**config.mk**
```make
export PLATFORM = sky130hd
export DESIGN_NAME = mem_ctrl
export DESIGN_NICKNAME = d
export VERILOG_FILES = /design/src/rtl/mem_ctrl_pkg.sv /design/src/rtl/mem_ctrl.sv
export SDC_FILE = /design/constraint.sdc
export NUM_CORES = 1
export LEC_CHECK = 0
export CAP_MARGIN = 0
export CORE_AREA = 3 3 135 137
export DETAILED_ROUTE_END_ITERATION = 10
export DIE_AREA = 0 0 138 140
export DONT_BUFFER_PORTS = 1
export MAX_ROUTING_LAYER = met4
export SKIP_LAST_GASP = 1
export SLEW_MARGIN = 20
export SYNTH_ARGS = -nofsm -noshare
export SYNTH_HDL_FRONTEND = slang
export SYNTH_SLANG_ARGS = --single-unit
```
**constraint.sdc**
```tcl
create_clock -name clock -period 5.5 [get_ports clock]
set_input_delay 1.1 -clock clock [delete_from_list [all_inputs] [get_ports clock]]
set_output_delay 1.1 -clock clock [all_outputs]
set_load 0.005 [all_outputs]
```
**src/rtl/mem_ctrl_pkg.sv**
```systemverilog
// Shared types and constants for the byte-wide RAM controller.
// Imported by mem_ctrl; nothing in here holds state.
package mem_ctrl_pkg;

    localparam int RAM_AW_DEFAULT = 17;

    typedef logic [RAM_AW_DEFAULT-1:0] ram_addr_t;
    typedef logic [1:0]                mem_len_t;

    // Length codes are byte count minus one.
    localparam mem_len_t MemLenByte = 2'd0;
    localparam mem_len_t MemLenHalf = 2'd1;
    localparam mem_len_t MemLenWord = 2'd3;

    typedef enum logic [1:0] {
        CtrlIdle  = 2'd0,
        CtrlRead  = 2'd1,
        CtrlWrite = 2'd2
    } ctrl_state_e;

    typedef enum logic {
        OwnerI = 1'b0,
        OwnerD = 1'b1
    } owner_e;

    function automatic logic [7:0] byte_sel(input logic [31:0] word, input logic [1:0] idx);
        return word[8*idx +: 8];
    endfunction

endpackage

```
**src/rtl/mem_ctrl.sv**
```systemverilog
// Arbitrates the icache read port and the MEM-stage data port onto a byte-wide
// synchronous RAM, assembling/splitting little-endian multi-byte transfers.
module mem_ctrl
    import mem_ctrl_pkg::*;
#(
    parameter int RAM_AW = RAM_AW_DEFAULT
) (
    input  logic              clock,
    input  logic              reset,
    input  logic              i_read,
    input  logic [31:0]       i_addr,
    output logic              i_busy,
    output logic              i_ready,
    output logic [31:0]       i_data,
    input  logic              d_read,
    input  logic              d_write,
    input  logic [31:0]       d_addr,
    input  logic [1:0]        d_len,
    input  logic [31:0]       d_wdata,
    output logic              d_busy,
    output logic              d_ready,
    output logic [31:0]       d_rdata,
    input  logic [7:0]        mem_din,
    output logic [7:0]        mem_dout,
    output logic [RAM_AW-1:0] mem_a,
    output logic              mem_wr
);

    ctrl_state_e       state_q, state_d;
    logic [2:0]        cnt_q, cnt_d;
    mem_len_t          len_q, len_d;
    owner_e            owner_q, owner_d;
    logic [RAM_AW-1:0] base_q, base_d;
    logic [31:0]       wdata_q, wdata_d;
    logic [31:0]       buf_q, buf_d;
    logic              i_ready_q, i_ready_d;
    logic [31:0]       i_data_q, i_data_d;
    logic              d_ready_q, d_ready_d;
    logic [31:0]       d_rdata_q, d_rdata_d;
    logic [RAM_AW-1:0] mem_a_q, mem_a_d;
    logic              mem_wr_q, mem_wr_d;
    logic [7:0]        mem_dout_q, mem_dout_d;
    logic [1:0]        cap_idx;

    // Address bits above the RAM are deliberately ignored.
    logic unused_addr_bits;
    assign unused_addr_bits = ^{i_addr[31:RAM_AW], d_addr[31:RAM_AW]};

    always_comb begin
        // NOTE: every _d starts from its _q (pulses from 0) so no branch can infer a latch.
        state_d    = state_q;
        cnt_d      = cnt_q;
        len_d      = len_q;
        owner_d    = owner_q;
        base_d     = base_q;
        wdata_d    = wdata_q;
        buf_d      = buf_q;
        i_ready_d  = 1'b0;
        i_data_d   = i_data_q;
        d_ready_d  = 1'b0;
        d_rdata_d  = d_rdata_q;
        mem_a_d    = mem_a_q;
        mem_wr_d   = 1'b0;
        mem_dout_d = mem_dout_q;
        cap_idx    = 2'(cnt_q - 3'd1);

        unique case (state_q)
            CtrlIdle: begin
                // A port whose ready is high this cycle is masked to avoid re-issuing.
                if (d_write && !d_ready_q) begin
                    state_d    = CtrlWrite;
                    owner_d    = OwnerD;
                    base_d     = d_addr[RAM_AW-1:0];
                    len_d      = d_len;
                    wdata_d    = d_wdata;
                    cnt_d      = 3'd0;
                    mem_wr_d   = 1'b1;
                    mem_a_d    = d_addr[RAM_AW-1:0];
                    mem_dout_d = d_wdata[7:0];
                end else if (d_read && !d_ready_q) begin
                    state_d = CtrlRead;
                    owner_d = OwnerD;
                    base_d  = d_addr[RAM_AW-1:0];
                    len_d   = d_len;
                    cnt_d   = 3'd0;
                    buf_d   = '0;
                    mem_a_d = d_addr[RAM_AW-1:0];
                end else if (i_read && !i_ready_q) begin
                    state_d = CtrlRead;
                    owner_d = OwnerI;
                    base_d  = i_addr[RAM_AW-1:0];
                    len_d   = MemLenWord;
                    cnt_d   = 3'd0;
                    buf_d   = '0;
                    mem_a_d = i_addr[RAM_AW-1:0];
                end
            end

            CtrlRead: begin
                // RAM returns a byte one cycle after its address, so capture lags issue by one.
                cnt_d = cnt_q + 3'd1;
                if (cnt_q != 3'd0) begin
                    buf_d[8*cap_idx +: 8] = mem_din;
                end
                if (cnt_q < {1'b0, len_q}) begin
                    mem_a_d = base_q + RAM_AW'(cnt_q + 3'd1);
                end
                if (cnt_q == {1'b0, len_q} + 3'd1) begin
                    state_d = CtrlIdle;
                    cnt_d   = 3'd0;
                    if (owner_q == OwnerI) begin
                        i_ready_d = 1'b1;
                        i_data_d  = buf_d;
                    end else begin
                        d_ready_d = 1'b1;
                        d_rdata_d = buf_d;
                    end
                end
            end

            CtrlWrite: begin
                if (cnt_q == {1'b0, len_q}) begin
                    state_d   = CtrlIdle;
                    cnt_d     = 3'd0;
                    d_ready_d = 1'b1;
                end else begin
                    cnt_d      = cnt_q + 3'd1;
                    mem_wr_d   = 1'b1;
                    mem_a_d    = base_q + RAM_AW'(cnt_q + 3'd1);
                    mem_dout_d = byte_sel(wdata_q, 2'(cnt_q + 3'd1));
                end
            end

            default: begin
                state_d = CtrlIdle;
                cnt_d   = 3'd0;
            end
        endcase
    end

    // NOTE: sequential state uses non-blocking assignments so every flop samples pre-edge values.
    always_ff @(posedge clock or negedge reset) begin
        if (!reset) begin
            state_q    <= CtrlIdle;
            cnt_q      <= 3'd0;
            len_q      <= MemLenByte;
            owner_q    <= OwnerI;
            base_q     <= '0;
            wdata_q    <= '0;
            buf_q      <= '0;
            i_ready_q  <= 1'b0;
            i_data_q   <= '0;
            d_ready_q  <= 1'b0;
            d_rdata_q  <= '0;
            mem_a_q    <= '0;
            mem_wr_q   <= 1'b0;
            mem_dout_q <= '0;
        end else begin
            state_q    <= state_d;
            cnt_q      <= cnt_d;
            len_q      <= len_d;
            owner_q    <= owner_d;
            base_q     <= base_d;
            wdata_q    <= wdata_d;
            buf_q      <= buf_d;
            i_ready_q  <= i_ready_d;
            i_data_q   <= i_data_d;
            d_ready_q  <= d_ready_d;
            d_rdata_q  <= d_rdata_d;
            mem_a_q    <= mem_a_d;
            mem_wr_q   <= mem_wr_d;
            mem_dout_q <= mem_dout_d;
        end
    end

    assign i_busy   = (state_q != CtrlIdle);
    assign d_busy   = (state_q != CtrlIdle);
    assign i_ready  = i_ready_q;
    assign i_data   = i_data_q;
    assign d_ready  = d_ready_q;
    assign d_rdata  = d_rdata_q;
    assign mem_a    = mem_a_q;
    assign mem_wr   = mem_wr_q;
    assign mem_dout = mem_dout_q;

endmodule

```
==> results of run 1 <==
worst register-to-register path, delay by kind of cell (launching register included):
family	cells	cell delay, ns
AOI/OAI and AO/OA	3	0.71
adders and majority gates	1	0.67
buffers and inverters	1	0.31
and+or+nand+nor	2	0.85
DFF	1	0.98
worst max path at each step:
stage,to,cells after the start
floorplan,buf_q[24]$_DFFE_PN0P_,9
global placement,buf_q[23]$_DFFE_PN0P_,7
detailed placement,buf_q[21]$_DFFE_PN0P_,7
CTS,buf_q[21]$_DFFE_PN0P_,7
global route,buf_q[23]$_DFFE_PN0P_,7
finish,buf_q[17]$_DFFE_PN0P_,7
power breakdown:
part	internal, mW	switching [mW]
Clock	0.759	0.492
Sequential	1.89	0.462
Combinational	0.666	0.822
Total	3.31	1.78
stage by stage:
step	power (mW)	instances	cell area, sq um	utilization, %
2_1_floorplan	3.482	786	8389	-
3_3_place_gp	3.780	961	8473	49.33
3_5_place_dp	3.900	961	8473	49.33
4_1_cts	5.161	993	9091	52.93
5_1_grt	5.470	993	9091	52.93
6_report	5.089	993	9091	52.93
layout make-up:
type                    instances  area [sq um]
well taps                     225         281.5
clock inverters                 5         85.08
repair buffers                  5         37.54
fillers                      1551          8085
clock buffers                  27         533.0
inverters                      16         60.06
multi-input cells             534          3565
flip-flops and latches        181          4529
Yosys cell counts (all sizes together), types with 8 or more instances:
| master | instances |
|---|---|
| nor2 | 16 |
| o21ai | 122 |
| a21oi | 11 |
| ha | 16 |
| a22o | 9 |
| clkbuf | 34 |
| mux2i | 24 |
| a22oi | 56 |
| nand2 | 142 |
| mux2 | 47 |
| xor2 | 10 |
| dfrtp | 181 |
| buf | 21 |
| mux4 | 8 |
| inv | 16 |
| nand2b | 8 |
cells by family after synthesis:
family                   after synthesis
AO/OA/AOI/OAI                        224
AND/OR/NAND/NOR                      201
flip-flops                           181
multiplexers                          79
buffers and inverters                 71
adder cells (fa/ha/maj)               17
XOR/XNOR                              13
metal layers:
layer  wire, um  GRT usage [%]  share of wire (%)
met5          0              -                  0
met2       9711          33.84                 50
met1       8054          25.98                 42
met3       1376          6.384                7.1
met4        160          4.108               0.83
placed cells by master (no fill, tap or decap), types with 3 or more instances in the layout:
master and n:
a21boi_2 3, a21oi_1 10, a22o_1 9, a22oi_1 56, and3_1 4, buf_4 5, clkbuf_1 3, clkbuf_16 17
clkbuf_8 7, dfrtp_1 181, ha_1 16, inv_1 15, mux2_2 47, mux2i_1 24, mux4_2 8, nand2_1 141
nand2b_1 8, nand3_1 6, nand4_1 4, nor2_1 16, nor3_1 3, o211ai_1 3, o21ai_0 119, o21ai_1 3
o31ai_1 5, xnor2_1 3, xor2_1 10
registers in the layout (all words and copies together), names as in the netlist, 2 cells and up:
signal    count
mem_dout      8
wdata_q      32
cnt_q         3
base_q       17
mem_a        17
buf_q        32
state_q       2
i_data       32
len_q         2
d_rdata      32
==> impl_metrics.tcl, run 1 <==
set metrics [dict create \
    outcome "finished clean" \
    path_class "flip-flop to flip-flop" \
    yosys.area_share.adder_pct 2.625 \
    dr.pass1.iters 6 \
    timing.final.ws_setup_ns 1.902 \
    yosysSeqAreaShare_pct 53.99 \
    timing.fmax_mhz 277.9 \
    cts_tree "done" \
    reg2reg_to "buf_q[17]$_DFFE_PN0P_" \
    p_leak_nw 3.854 \
    crit_required_ns 5.83 \
    dpl.hpwl_um 13190 \
    holdWs_ns 0.3761 \
    synthFlopType "dfrtp_1" \
    postCtsSetupBuffers 0 \
    cp.arrival_ns 3.92 \
    area_growth_pct 8.367 \
    cpPeakStageDelay_ns 0.98 \
    rows 48 \
    syn_inst 786 \
    setup_violations 0 \
    drtIter0Drc 424 \
    critPathLaunchType "flip-flop" \
    clock_sinks 181 \
    reg2reg_slack_ns 1.90 \
    routedWlPerCell_um 19.44 \
    synth.area.top_cells "dfrtp_1 54%, o21ai_0 7.1%, mux2_2 6.3%, nand2_1 6.3%, a22oi_1 5.0%" \
    finalMaxSlewViolations 0 \
    hold_buffers 0 \
    min_period_ns 3.598 \
    cpMaxStageDelayCell "dfrtp_1" \
    synth_xor_area_share_pct 1.357 \
    synth_nets 914 \
    die_x_um 138 \
    vias_per_cell 5.845 \
    worst_slew_pin_slew_ns 1.013 \
    die-area_sq_mm 0.01932 \
    core_sq_mm 0.01718 \
    ys_async_sr_fraction_pct 100.0 \
    reg2regPathDepth 7 \
    clock_latency_ns 0.42 \
    worstPathMaxFanout 19 \
    reg2reg_from "cnt_q[0]$_DFFE_PN0P_" \
    tns_ns 0 \
    post_cts_resized 0 \
    syn_area_sq_mm 0.008389 \
    grt_pass1_wl_um 31910 \
    synth.top_cell.area_share_pct 53.99 \
    yosysTopAreaCell "dfrtp_1" \
    start_util_pct 48.84 \
    vias 5804 \
    yosysWarnings 0 \
    slew_headroom_pct 32.28 \
    io_buffers 0 \
    peakVddDrop_v 0.0002548 \
    crit_family "flip-flops" \
    power_density_mw_per_mm2 559.8 \
    gp_congestion 0.8542 \
    crit_chain "inv_1 -> ha_1 -> nor4b_1 -> and3_1 -> a21boi_2 -> a22oi_1 -> o21ai_0" \
    fin_crit_sh_pct 65.42 \
    n_antenna_cell 0 \
    grt_max_degree 182 \
    crit_buf_inv 1 \
    numCtsBuffers 17 \
    wirelength_um 19300 \
    antenna_found_initial 0 \
    yosys.area_share.simple_pct 10.47 \
    place_ws_ns 1.928 \
    synth_compound_area_share_pct 16.61 \
    clockBufferDepth 2 \
    hold_violations 0 \
    htree_levels 4 \
    finClkSkew_ns 0.007842 \
    pin_count 205 \
    grt.total_usage_pct 20.76 \
    drtAntennaViolNets 0 \
    final_nets 883 \
    synth-edff-count 0 \
    clk_root_buffer_cell "clkbuf_16" \
    hold_path_class "input pin to asynchronous set/reset pin" \
    rsz0062_at_grt "false" \
    drive_above_1_share_pct 13.41 \
    grt_overflow 0 \
    worst_setup_path_end_kind "flip-flop" \
    synth_cell_types 54 \
    synth_top_family_by_area "compound AO/OA/AOI/OAI gates" \
    startpoint "cnt_q[0]$_DFFE_PN0P_" \
    clk_pin_slew_worst_paths_ns 0.06 \
    drc 0 \
    die_h_um 140 \
    ys_ff_latch 181 \
    cap_violations 0 \
    muxShareOfSynthArea_pct 11.32 \
    synth_area_per_cell_sq_um 10.67 \
    grt_pass1_vias 5890 \
]
Note: power is estimated with default switching activity, not from simulation.
==> run 2, diff against run 1 <==
==> constraint.sdc (replaced) <==
create_clock -name clock -period 3.6 [get_ports clock]
set_input_delay 0.72 -clock clock [delete_from_list [all_inputs] [get_ports clock]]
set_output_delay 0.72 -clock clock [all_outputs]
set_load 0.005 [all_outputs]
==> run 2 against run 1 <==
The flow now finishes with violations (hold timing); critical path depth unchanged; first-iteration DRC count down 6.6%; combinational power up 59%; hold slack worse by 0.39 ns; global-route usage up 0.51 points.
==> impl_metrics.tcl, run 2 (synthesis results as in run 1) <==
set metrics [dict create \
    outcome "complete, but fails checks" \
    violations "hold timing" \
    power_density_mw_per_mm2 861.1 \
    multi_input_area_sq_mm 0.003565 \
    slew_headroom_pct 36.11 \
    hold_path_class "input pin to asynchronous set/reset pin" \
    layout_common_cells "181 x dfrtp_1, 141 x nand2_1, 119 x o21ai_0" \
    numCtsBuffers 17 \
    final_cells 997 \
    io_buffers 0 \
    finalMaxSlewViolations 0 \
    clock_latency_ns 0.43 \
    rsz0062_at_grt "false" \
    hold_violations 21 \
    setup_violations 0 \
    die_x_um 138 \
    layout_commonest_cell "dfrtp_1" \
    dp_cells 967 \
    core_sq_mm 0.01718 \
    gp_congestion 0.8290 \
    worst_setup_path_end_kind "flip-flop" \
    clk_pin_slew_worst_paths_ns 0.07 \
    antenna_found_initial 0 \
    grt_max_degree 182 \
    htree_levels 4 \
    area_growth_pct 8.859 \
    drc 0 \
    clk_root_buffer_cell "clkbuf_16" \
    regArea_sq_mm 0.004529 \
    fin_crit_sh_pct 75.41 \
    path_class "flip-flop to flip-flop" \
    post_cts_resized 0 \
    grt_pass1_vias 6039 \
    drive_above_1_share_pct 13.86 \
    clock_sinks 181 \
    p_leak_nw 3.880 \
    grt_pass1_wl_um 32340 \
    worstPathMaxFanout 25 \
    drtAntennaViolNets 0 \
    vias 5806 \
    timing.fmax_mhz 368.4 \
    tns_ns 0 \
    grt_overflow 0 \
    n_antenna_cell 0 \
    grt.total_usage_pct 21.27 \
    dr.pass1.iters 7 \
    power_mw 7.864 \
    pin_count 205 \
    drtIter0Drc 396 \
    dpl.hpwl_um 13310 \
    final_nets 889 \
    wirelength_um 19540 \
    start_util_pct 48.84 \
    cap_violations 0 \
    clockBufferDepth 2 \
    vias_per_cell 5.823 \
    finClkSkew_ns 0.008143 \
    fillCellCount 1550 \
    peakVddDrop_v 0.0004382 \
    min_period_ns 2.715 \
    cp.arrival_ns 3.03 \
    holdWs_ns -0.01780 \
    worst_slew_pin_slew_ns 0.9584 \
    rows 48 \
    die-area_sq_mm 0.01932 \
    cts_tree "done" \
    routedWlPerCell_um 19.60 \
    postPlaceCellArea_sq_mm 0.008518 \
    critPathLaunchType "flip-flop" \
    die_h_um 140 \
    crit_required_ns 3.91 \
    final_area_sq_mm 0.009133 \
]
==> run 2: per-layer routing <==
| layer | part of all wire [%] | global-route usage, % | vias to the layer above |
|---|---|---|---|
| li1 | - | - | 2731 |
| met1 | 42 | 25.99 | 2876 |
| met2 | 50 | 34.66 | 176 |
| met3 | 6.8 | 6.828 | 23 |
| met4 | 1.5 | 5.252 | 0 |
| met5 | 0 | - | - |
==> run 2: worst max-delay path: stages, from the launching register on <==
cell and delay, ns:
dfrtp_1 0.41, inv_1 0.10, ha_1 0.35, inv_2 0.18
a221o_2 0.44, and2_1 0.49, a21o_4 0.37, a22o_1 0.24
==> run 2: area by class of cell <==
type | instances | area share [%]
clock inverter | 8 | 1.644
sequential | 181 | 49.60
clock buffer | 22 | 5.083
timing repair buffer | 11 | 0.9042
multi-input combinational | 534 | 39.03
tap | 225 | 3.083
inverter | 16 | 0.6576
==> run 2: worst paths after layout <==
kind,to,depth (start not counted),startpoint,slack [ns]
setup / recovery,buf_q[3]$_DFFE_PN0P_,7,state_q[0]$_DFFE_PN0P_,0.89
hold / removal,d_rdata[9]$_DFFE_PN0P_,0,reset,-0.02
setup reg to reg,buf_q[3]$_DFFE_PN0P_,7,state_q[0]$_DFFE_PN0P_,0.89
hold reg to reg,base_q[2]$_DFFE_PN0P_,2,base_q[2]$_DFFE_PN0P_,0.50
max in group asynchronous,mem_a[16]$_DFFE_PN0P_,0,reset,3.40
min in group clock,buf_q[6]$_DFFE_PN0P_,1,mem_din[6],0.43
==> run 2: power by group <==
| part | switching, mW | internal [mW] | leakage [nW] |
|---|---|---|---|
| clock network | 0.760 | 1.19 | 0.296 |
| logic | 1.31 | 1.05 | 1.36 |
| registers | 0.658 | 2.89 | 2.22 |
| total | 2.73 | 5.13 | 3.88 |
==> run 2: what timing repair did <==
action                                 in CTS  in global routing
buffers inserted                            0                  0
endpoints found under the hold margin     181                128
setup endpoints to repair                   0                  0
==> run 2: stage by stage <==
stage	util, %	worst slack, ns
finish	53.17	0.8853
global route	53.17	0.7676
CTS	53.17	0.9177
detailed placement	49.59	0.9294
global placement	49.59	1.021
floorplan	-	1.094
==> run 3, diff against run 2 <==
==> constraint.sdc (replaced) <==
create_clock -name clock -period 2.7 [get_ports clock]
set_input_delay 0.54 -clock clock [delete_from_list [all_inputs] [get_ports clock]]
set_output_delay 0.54 -clock clock [all_outputs]
set_load 0.005 [all_outputs]
==> run 3 against run 2 <==
The run still ends with hold timing left; first-iteration DRC count up 20%; setup slack got worse by 0.54 ns; cell count grew 1.0%; utilization is 0.36 points higher; flip-flop and latch count did not move; hold slack lost 0.17 ns; design area rose by 0.67%; sequential power is 33% higher; register-to-register slack worse by 0.54 ns; routed wire length is 0.12% higher; sequential share of layout area is 0.33 points lower; maximum frequency is 15% higher; highest routed layer unchanged.
==> impl_metrics.tcl, run 3 (synthesis results as in run 1) <==
set metrics [dict create \
    outcome "complete, but fails checks" \
    violations "hold timing" \
    p_leak_nw 3.919 \
    antenna_found_initial 0 \
    clock_sinks 181 \
    start_util_pct 48.84 \
    htree_levels 4 \
    critPathLaunchType "flip-flop" \
    vias 5815 \
    cp_num_cells 8 \
    gp_congestion 0.8107 \
    layout_common_cells "181 x dfrtp_1, 141 x nand2_1, 119 x o21ai_0" \
    clock_latency_ns 0.43 \
    drtIter0Drc 476 \
    crit_top_cell "inv_1" \
    crit_chain "inv_1 -> ha_1 -> inv_1 -> fa_1 -> a21oi_1 -> nor3_1 -> a32o_1 -> o31ai_1" \
    numCtsBuffers 17 \
    die_x_um 138 \
    dr.pass1.iters 5 \
    crit_buf_inv 2 \
    die_h_um 140 \
    layout_commonest_cell "dfrtp_1" \
    wirelength_um 19560 \
    vias_per_cell 5.775 \
    clockBufferDepth 2 \
    slew_headroom_pct 55.64 \
    clk_root_buffer_cell "clkbuf_16" \
    reg2reg_to "mem_a[16]$_DFFE_PN0P_" \
    endpoint "mem_a[16]$_DFFE_PN0P_" \
    cp.arrival_ns 2.69 \
    rows 48 \
    routedWlPerCell_um 19.43 \
    post_cts_resized 0 \
    reg2reg_from "cnt_q[0]$_DFFE_PN0P_" \
    area_growth_pct 9.590 \
    cap_violations 0 \
    n_antenna_cell 0 \
    drtAntennaViolNets 0 \
    path_class "flip-flop to flip-flop" \
    min_period_ns 2.351 \
    postPlaceCellArea_sq_mm 0.008593 \
    startpoint "cnt_q[0]$_DFFE_PN0P_" \
    grt.total_usage_pct 20.76 \
    worstPathMaxFanout 5 \
    worst_setup_path_end_kind "flip-flop" \
    cpMaxStageDelayCell "fa_1" \
    setup_violations 0 \
    drc 0 \
    grt_pass1_wl_um 31540 \
    pin_count 205 \
    postCtsSetupBuffers 0 \
    rsz0062_at_grt "false" \
    power_density_mw_per_mm2 1143 \
    worst_slew_pin_slew_ns 0.6638 \
    grt_pass1_vias 5929 \
    final_nets 899 \
    reg2reg_slack_ns 0.35 \
    hold_path_class "input pin to asynchronous set/reset pin" \
    fin_crit_sh_pct 87.07 \
    reg2regPathDepth 8 \
    grt_max_degree 182 \
    finalMaxSlewViolations 0 \
    post-route-util_pct 53.53 \
    hold_violations 181 \
    cpPeakStageDelay_ns 0.40 \
    peakVddDrop_v 0.0005475 \
    holdWs_ns -0.1870 \
    crit_required_ns 3.04 \
    drive_above_1_share_pct 14.96 \
    cts_tree "done" \
    crit_family "compound AO/OA/AOI/OAI gates" \
    dpl.hpwl_um 13480 \
    clk_pin_slew_worst_paths_ns 0.07 \
    tns_ns 0 \
    finClkSkew_ns 0.01311 \
    die-area_sq_mm 0.01932 \
    final_area_sq_mm 0.009194 \
    core_sq_mm 0.01718 \
    io_buffers 0 \
    grt_overflow 0 \
    timing.fmax_mhz 425.4 \
]
==> run 3: cell type report <==
| class | instances | area (sq um) |
|---|---|---|
| clock buffer | 23 | 478.0 |
| clock inverter | 7 | 122.6 |
| fill | 1537 | 7983 |
| inverter | 16 | 60.06 |
| multi-input combinational | 534 | 3565 |
| sequential | 181 | 4529 |
| tap | 225 | 281.5 |
| timing repair buffer | 21 | 157.7 |
==> run 3: routing by layer <==
layer | GRT usage [%] | vias to the layer above | share of wire [%] | routed length [um]
met5 | - | - | 0 | 0
met4 | 6.864 | 0 | 1.5 | 303
met2 | 33.99 | 179 | 50 | 9830
li1 | - | 2749 | - | -
met1 | 25.25 | 2865 | 41 | 8103
met3 | 5.463 | 22 | 6.8 | 1323
==> run 3: how the worst min path moves through the flow <==
stage / endpoint / cells after the start / from
3_3_place_gp: i_data[10]$_DFFE_PN0P_ / 0 / reset
3_5_place_dp: i_data[9]$_DFFE_PN0P_ / 0 / reset
6_report: i_data[9]$_DFFE_PN0P_ / 0 / reset
5_1_grt: i_data[9]$_DFFE_PN0P_ / 0 / reset
4_1_cts: i_data[9]$_DFFE_PN0P_ / 0 / reset
2_1_floorplan: base_q[0]$_DFFE_PN0P_ / 0 / reset
==> run 3: metrics by stage <==
stage	total power, mW	std cells	hold WS (ns)	setup WS, ns
after global placement	7.854	977	0.2499	0.3406
after detailed placement	8.093	977	0.2499	0.3574
after global routing	11.26	1007	-0.2096	0.06777
after CTS	10.65	1007	-0.2064	0.3195
final	10.51	1007	-0.1870	0.3492
after floorplan	7.093	786	0.2444	0.1945
==> run 3: power breakdown <==
part | internal, mW | switching, mW | total [mW]
clock network | 1.53 | 1.01 | 2.53
registers | 3.85 | 0.866 | 4.72
logic | 1.47 | 1.79 | 3.26
